--- config.mk ---
export PLATFORM = sky130hd
export DESIGN_NAME = muldiv_unit
export DESIGN_NICKNAME = d
export VERILOG_FILES = /design/src/rtl/muldiv_unit.sv
export SDC_FILE = /design/constraint.sdc
export NUM_CORES = 1
export LEC_CHECK = 0
export CORE_AREA = 2 2 143 215
export CTS_BUF_LIST = sky130_fd_sc_hd__clkbuf_16
export DETAILED_ROUTE_END_ITERATION = 6
export DIE_AREA = 0 0 145 217
export MAX_ROUTING_LAYER = met4
export PLACE_DENSITY = 0.81
export SLEW_MARGIN = 20
export SYNTH_ARGS = -nofsm -noshare
export SYNTH_HDL_FRONTEND = slang
export SYNTH_SLANG_ARGS = --single-unit
--- constraint.sdc ---
create_clock -name clk -period 3.9 [get_ports clk]
set_input_delay 0.585 -clock clk [delete_from_list [all_inputs] [get_ports clk]]
set_output_delay 0.585 -clock clk [all_outputs]
set_load 0.02 [all_outputs]
--- src/rtl/muldiv_unit.sv ---
// Iterative MULT/MULTU/DIV/DIVU unit with HI/LO registers; result WIDTH+2 cycles after start.
// No backpressure: start is only accepted in IDLE, and start or HI/LO writes seen while busy are dropped.
module muldiv_unit #(
    parameter int WIDTH = 32
) (
    input  logic             clk,
    input  logic             reset,
    input  logic             start,
    input  logic [1:0]       op,
    input  logic [WIDTH-1:0] a,
    input  logic [WIDTH-1:0] b,
    input  logic             hi_we,
    input  logic             lo_we,
    input  logic [WIDTH-1:0] wd,
    output logic             busy,
    output logic             done,
    output logic             div0,
    output logic [WIDTH-1:0] hi,
    output logic [WIDTH-1:0] lo
);
    localparam int CW = $clog2(WIDTH);

    typedef enum logic [1:0] {S_IDLE, S_CALC, S_FIX} state_t;

    state_t             state_q, state_d;
    logic [1:0]         op_q, op_d;
    logic [CW-1:0]      cnt_q, cnt_d;
    logic [WIDTH-1:0]   mag_q, mag_d;     // multiplicand |a| (mul) or divisor |b| (div)
    logic [2*WIDTH-1:0] acc_q, acc_d;     // product; low half is the quotient in divide
    logic [WIDTH-1:0]   rem_q, rem_d;
    logic               neg_res_q, neg_res_d;
    logic               neg_rem_q, neg_rem_d;
    logic               done_q, done_d;
    logic               div0_q, div0_d;
    logic [WIDTH-1:0]   hi_q, hi_d;
    logic [WIDTH-1:0]   lo_q, lo_d;

    logic               in_signed;
    logic [WIDTH-1:0]   abs_a, abs_b;
    logic [WIDTH:0]     add_sum, rem_shift, rem_diff;
    logic [2*WIDTH-1:0] prod_fix;
    logic [WIDTH-1:0]   quo_fix, rem_fix;

    always_comb begin
        in_signed = ~op[0];
        abs_a     = (in_signed && a[WIDTH-1]) ? -a : a;
        abs_b     = (in_signed && b[WIDTH-1]) ? -b : b;
        add_sum   = {1'b0, acc_q[2*WIDTH-1:WIDTH]}
                  + (acc_q[0] ? {1'b0, mag_q} : {(WIDTH+1){1'b0}});
        rem_shift = {rem_q, acc_q[WIDTH-1]};
        rem_diff  = rem_shift - {1'b0, mag_q};
        prod_fix  = neg_res_q ? -acc_q : acc_q;
        quo_fix   = neg_res_q ? -acc_q[WIDTH-1:0] : acc_q[WIDTH-1:0];
        rem_fix   = neg_rem_q ? -rem_q : rem_q;

        state_d   = state_q;
        op_d      = op_q;
        cnt_d     = cnt_q;
        mag_d     = mag_q;
        acc_d     = acc_q;
        rem_d     = rem_q;
        neg_res_d = neg_res_q;
        neg_rem_d = neg_rem_q;
        done_d    = 1'b0;
        div0_d    = div0_q;
        hi_d      = hi_q;
        lo_d      = lo_q;

        case (state_q)
            S_IDLE: begin
                if (hi_we) hi_d = wd;
                if (lo_we) lo_d = wd;
                if (start) begin
                    state_d   = S_CALC;
                    op_d      = op;
                    cnt_d     = CW'(WIDTH - 1);
                    rem_d     = '0;
                    div0_d    = op[1] && (b == '0);
                    neg_res_d = in_signed && (a[WIDTH-1] ^ b[WIDTH-1]);
                    neg_rem_d = in_signed && a[WIDTH-1];
                    if (op[1]) begin
                        mag_d = abs_b;
                        acc_d = {{WIDTH{1'b0}}, abs_a};
                    end else begin
                        mag_d = abs_a;
                        acc_d = {{WIDTH{1'b0}}, abs_b};
                    end
                end
            end
            S_CALC: begin
                if (op_q[1]) begin
                    acc_d[WIDTH-1:0] = {acc_q[WIDTH-2:0], ~rem_diff[WIDTH]};
                    rem_d = rem_diff[WIDTH] ? rem_shift[WIDTH-1:0] : rem_diff[WIDTH-1:0];
                end else begin
                    acc_d = {add_sum, acc_q[WIDTH-1:1]};
                end
                cnt_d = cnt_q - 1'b1;
                if (cnt_q == '0) state_d = S_FIX;
            end
            S_FIX: begin
                done_d  = 1'b1;
                state_d = S_IDLE;
                if (op_q[1]) begin
                    // With a zero divisor the remainder path already yields the raw dividend.
                    hi_d = rem_fix;
                    lo_d = div0_q ? {WIDTH{1'b1}} : quo_fix;
                end else begin
                    hi_d = prod_fix[2*WIDTH-1:WIDTH];
                    lo_d = prod_fix[WIDTH-1:0];
                end
            end
            default: state_d = S_IDLE;
        endcase
    end

    always_ff @(posedge clk) begin
        if (reset) begin
            state_q   <= S_IDLE;
            op_q      <= '0;
            cnt_q     <= '0;
            mag_q     <= '0;
            acc_q     <= '0;
            rem_q     <= '0;
            neg_res_q <= 1'b0;
            neg_rem_q <= 1'b0;
            done_q    <= 1'b0;
            div0_q    <= 1'b0;
            hi_q      <= '0;
            lo_q      <= '0;
        end else begin
            state_q   <= state_d;
            op_q      <= op_d;
            cnt_q     <= cnt_d;
            mag_q     <= mag_d;
            acc_q     <= acc_d;
            rem_q     <= rem_d;
            neg_res_q <= neg_res_d;
            neg_rem_q <= neg_rem_d;
            done_q    <= done_d;
            div0_q    <= div0_d;
            hi_q      <= hi_d;
            lo_q      <= lo_d;
        end
    end

    assign busy = (state_q != S_IDLE);
    assign done = done_q;
    assign div0 = div0_q;
    assign hi   = hi_q;
    assign lo   = lo_q;
endmodule

==> impl_metrics.py, run 1 <==
metrics = {
    "final_layout": {
        "fin_cells": 2605,
        "fill_cells": 2661,
        "drive_above_1_share_pct": 4.94,
        "n_antenna_cell": 0,
        "layout_common_cells": "nor2_1, nand2_1, dfxtp_1, a21oi_1, clkdlybuf4s50_1",
        "syn_to_final_growth_pct": 17.5,
        "final_nets": 2366,
        "layout_commonest_cell": "nor2_1",
        "final_util_pct": 62.3,
    },
    "grt": {
        "grt_pass1_vias": 15800,
        "antenna_found_initial": 0,
        "grt_max_degree": 90,
        "grt_first_pass_wirelength_um": 87300,
        "grt_overflow": 0,
        "grtUsageTotal_pct": 36.0,
    },
    "worst_setup_path": {
        "critPathKind": "flop to flop",
        "start_kind": "flop",
        "arrival_ps": 4160,
        "rrSetupSlack_ps": 210,
        "worstPathRequired_ps": 4370,
        "cp_max_fo": 19,
        "worstSetupEndpointType": "flop",
    },
    "clock_tree": {
        "clock_sinks": 204,
        "cts_tree": "done",
        "holdBufCountCts": 0,
        "clk_latency_ps": 560,
        "path_clk_slew_ps": 60,
        "clockBufferDepth": 3,
        "post-cts-setup-buffers": 0,
        "cts-root-buf": "clkbuf_16",
        "htree_levels": 1,
        "numCtsBuffers": 22,
    },
    "sta": {
        "final_max_slew_viol_count": 0,
        "clock.fmax_ghz": 0.271,
        "relSlewSlack_pct": 31.4,
        "tns_ps": 0,
        "tightest_slew_ps": 1030,
        "finalCriticalPeriod_ps": 3690,
        "worst_slack_ps": 209,
        "setup_viol": 0,
        "finalHoldViolCount": 0,
        "timing.final.crit_share_pct": 94.6,
        "fin_skew_ps": 29.4,
    },
    "synthesis": {
        "syn_inst": 2096,
        "synth-edff-count": 0,
        "syn-cell-area_um2": 15800,
        "synthDistinctLibCells": 76,
        "syn_area_per_cell_um2": 7.54,
        "syn_nets": 2271,
        "ys_seq_elements": 204,
        "synthArstFlopShare_pct": 0,
        "synthFlopType": "dfxtp_1",
        "synth_seq_area_share_pct": 25.9,
        "yosysWarnings": 0,
    },
    "power": {
        "ir_drop_v": 0.000395,
        "power.leakage_nw": 7.07,
        "p_per_area_nw_per_um2": 340,
    },
    "drt": {
        "postRouteAntennaNets": 0,
        "dr.pass1.iters": 6,
        "drc": 0,
        "via_count": 16800,
        "wl_per_cell_um": 22.2,
        "wl_um": 57900,
        "via_per_inst": 6.44,
        "drt_iter0_drc": 1431,
    },
    "job": {
        "maxCapViolations": 0,
    },
    "placement": {
        "io_buffer_count": 169,
        "place_inst": 2566,
        "dp_hpwl_um": 45300,
        "place.gp.congestion": 0.999,
        "place_ws_ps": 162,
    },
    "die": {
        "die_w_um": 145,
        "ios": 170,
        "die_y_um": 217,
        "core_region_area_um2": 29800,
        "start_util_pct": 53.1,
        "rows": 78,
        "die_area_um2": 31500,
    },
    "min_path": {
        "hp-class": "input port to flop",
    },
    "status": {
        "status": "completed",
    },
}
[final cells by class]
type | count | area [µm²] | share of cell area (%)
sequential | 204 | 4090 | 22.0
tap | 400 | 500 | 2.70
timing repair buffer | 215 | 2070 | 11.2
inverter | 64 | 240 | 1.29
clock buffer | 22 | 551 | 2.97
multi-input combinational | 1684 | 11000 | 59.1
clock inverter | 16 | 148 | 0.796
[report_power, final]
| group | switching, mW | internal [mW] |
|---|---|---|
| Combinational | 1.09 | 0.716 |
| Clock | 0.927 | 1.16 |
| Sequential | 0.186 | 2.23 |
| Total | 2.20 | 4.11 |
[final timing paths]
kind | endpoint | cells past startpoint | startpoint
min reg2reg | lo[18] | 2 | lo[18]
max reg2reg | rem_q[0] | 13 | acc_q[31]
max | rem_q[0] | 13 | acc_q[31]
min | lo[27] | 2 | reset
[metrics by stage]
step | area [µm²] | hold WS [ps] | total power [mW]
after global routing | 18600 | 461 | 6.55
after global placement | 17800 | 440 | 4.18
after detailed placement | 17800 | 450 | 4.22
after floorplan | 15800 | 432 | 3.53
final | 18600 | 451 | 6.31
after CTS | 18500 | 428 | 6.28
[layer usage]
metal | share of wire [%] | global-route usage [%] | wire length, µm
met1 | 35 | 36.4 | 20300
met2 | 49 | 62.2 | 28600
met3 | 5.6 | 3.75 | 3260
met4 | 9.9 | 31.3 | 5760
met5 | 0 | - | 0
[what timing repair did]
action | in CTS | in global routing
endpoints found under the hold margin | 0 | 0
setup endpoints to repair | 0 | 11
resized for setup | 0 | 2
[synthesized netlist by cell type (all sizes together), types with 19 or more instances]
cell type / n / share of area, %
a211oi: 75 / 3.6
a21o: 33 / 1.6
a21oi: 170 / 5.4
a22o: 19 / 1.1
buf: 28 / 0.80
clkbuf: 116 / 2.8
dfxtp: 204 / 26
ha: 70 / 5.5
inv: 63 / 1.5
mux2i: 57 / 3.6
nand2: 224 / 5.3
nand2b: 23 / 0.91
nand3: 21 / 0.67
nor2: 226 / 5.4
nor2b: 23 / 0.91
nor3: 51 / 1.6
o211ai: 46 / 2.2
o21ai: 124 / 3.9
o221ai: 27 / 1.5
o31ai: 45 / 2.1
o41ai: 27 / 1.7
or4: 22 / 1.1
xnor2: 112 / 6.2
xor2: 81 / 4.5
[flip-flops by register name, indices dropped and copies added (netlist names)]
register	flops
op_q	1
div0	1
rem_q	32
hi	32
lo	32
neg_res_q	1
cnt_q	5
done	1
neg_rem_q	1
state_q	2
acc_q	64
mag_q	32
[critical path, cell delays in order (launching register included)]
cell	delay, ps
dfxtp_1	330
inv_1	80
ha_1	210
fa_1	400
nand2b_1	190
a21o_1	220
a211oi_2	250
nor2_1	160
or4_1	510
o211ai_1	370
xor2_4	270
buf_12	230
mux2i_1	250
a22o_1	150
[cells by family after synthesis]
| kind of cell | Yosys count | synth area share, % |
|---|---|---|
| AO/OA/AOI/OAI | 689 | 29.3 |
| AND/OR/NAND/NOR | 671 | 19.5 |
| buffers and inverters | 208 | 5.08 |
| flip-flops | 204 | 25.9 |
| XOR/XNOR | 193 | 10.7 |
| adder cells (fa/ha/maj) | 72 | 5.80 |
| multiplexers | 59 | 3.75 |
No activity file was read; power rests on OpenSTA's default activity.
==> run 2: changes to the inputs <==
--- a/config.mk
+++ b/config.mk
@@ -5,6 +5,7 @@
 export SDC_FILE = /design/constraint.sdc
 export NUM_CORES = 1
 export LEC_CHECK = 0
+export CAP_MARGIN = 25
 export CORE_AREA = 2 2 143 215
 export CTS_BUF_LIST = sky130_fd_sc_hd__clkbuf_16
 export DETAILED_ROUTE_END_ITERATION = 6
==> results of run 2 <==
Final layout, timing and power as in run 1 (identical DEF).
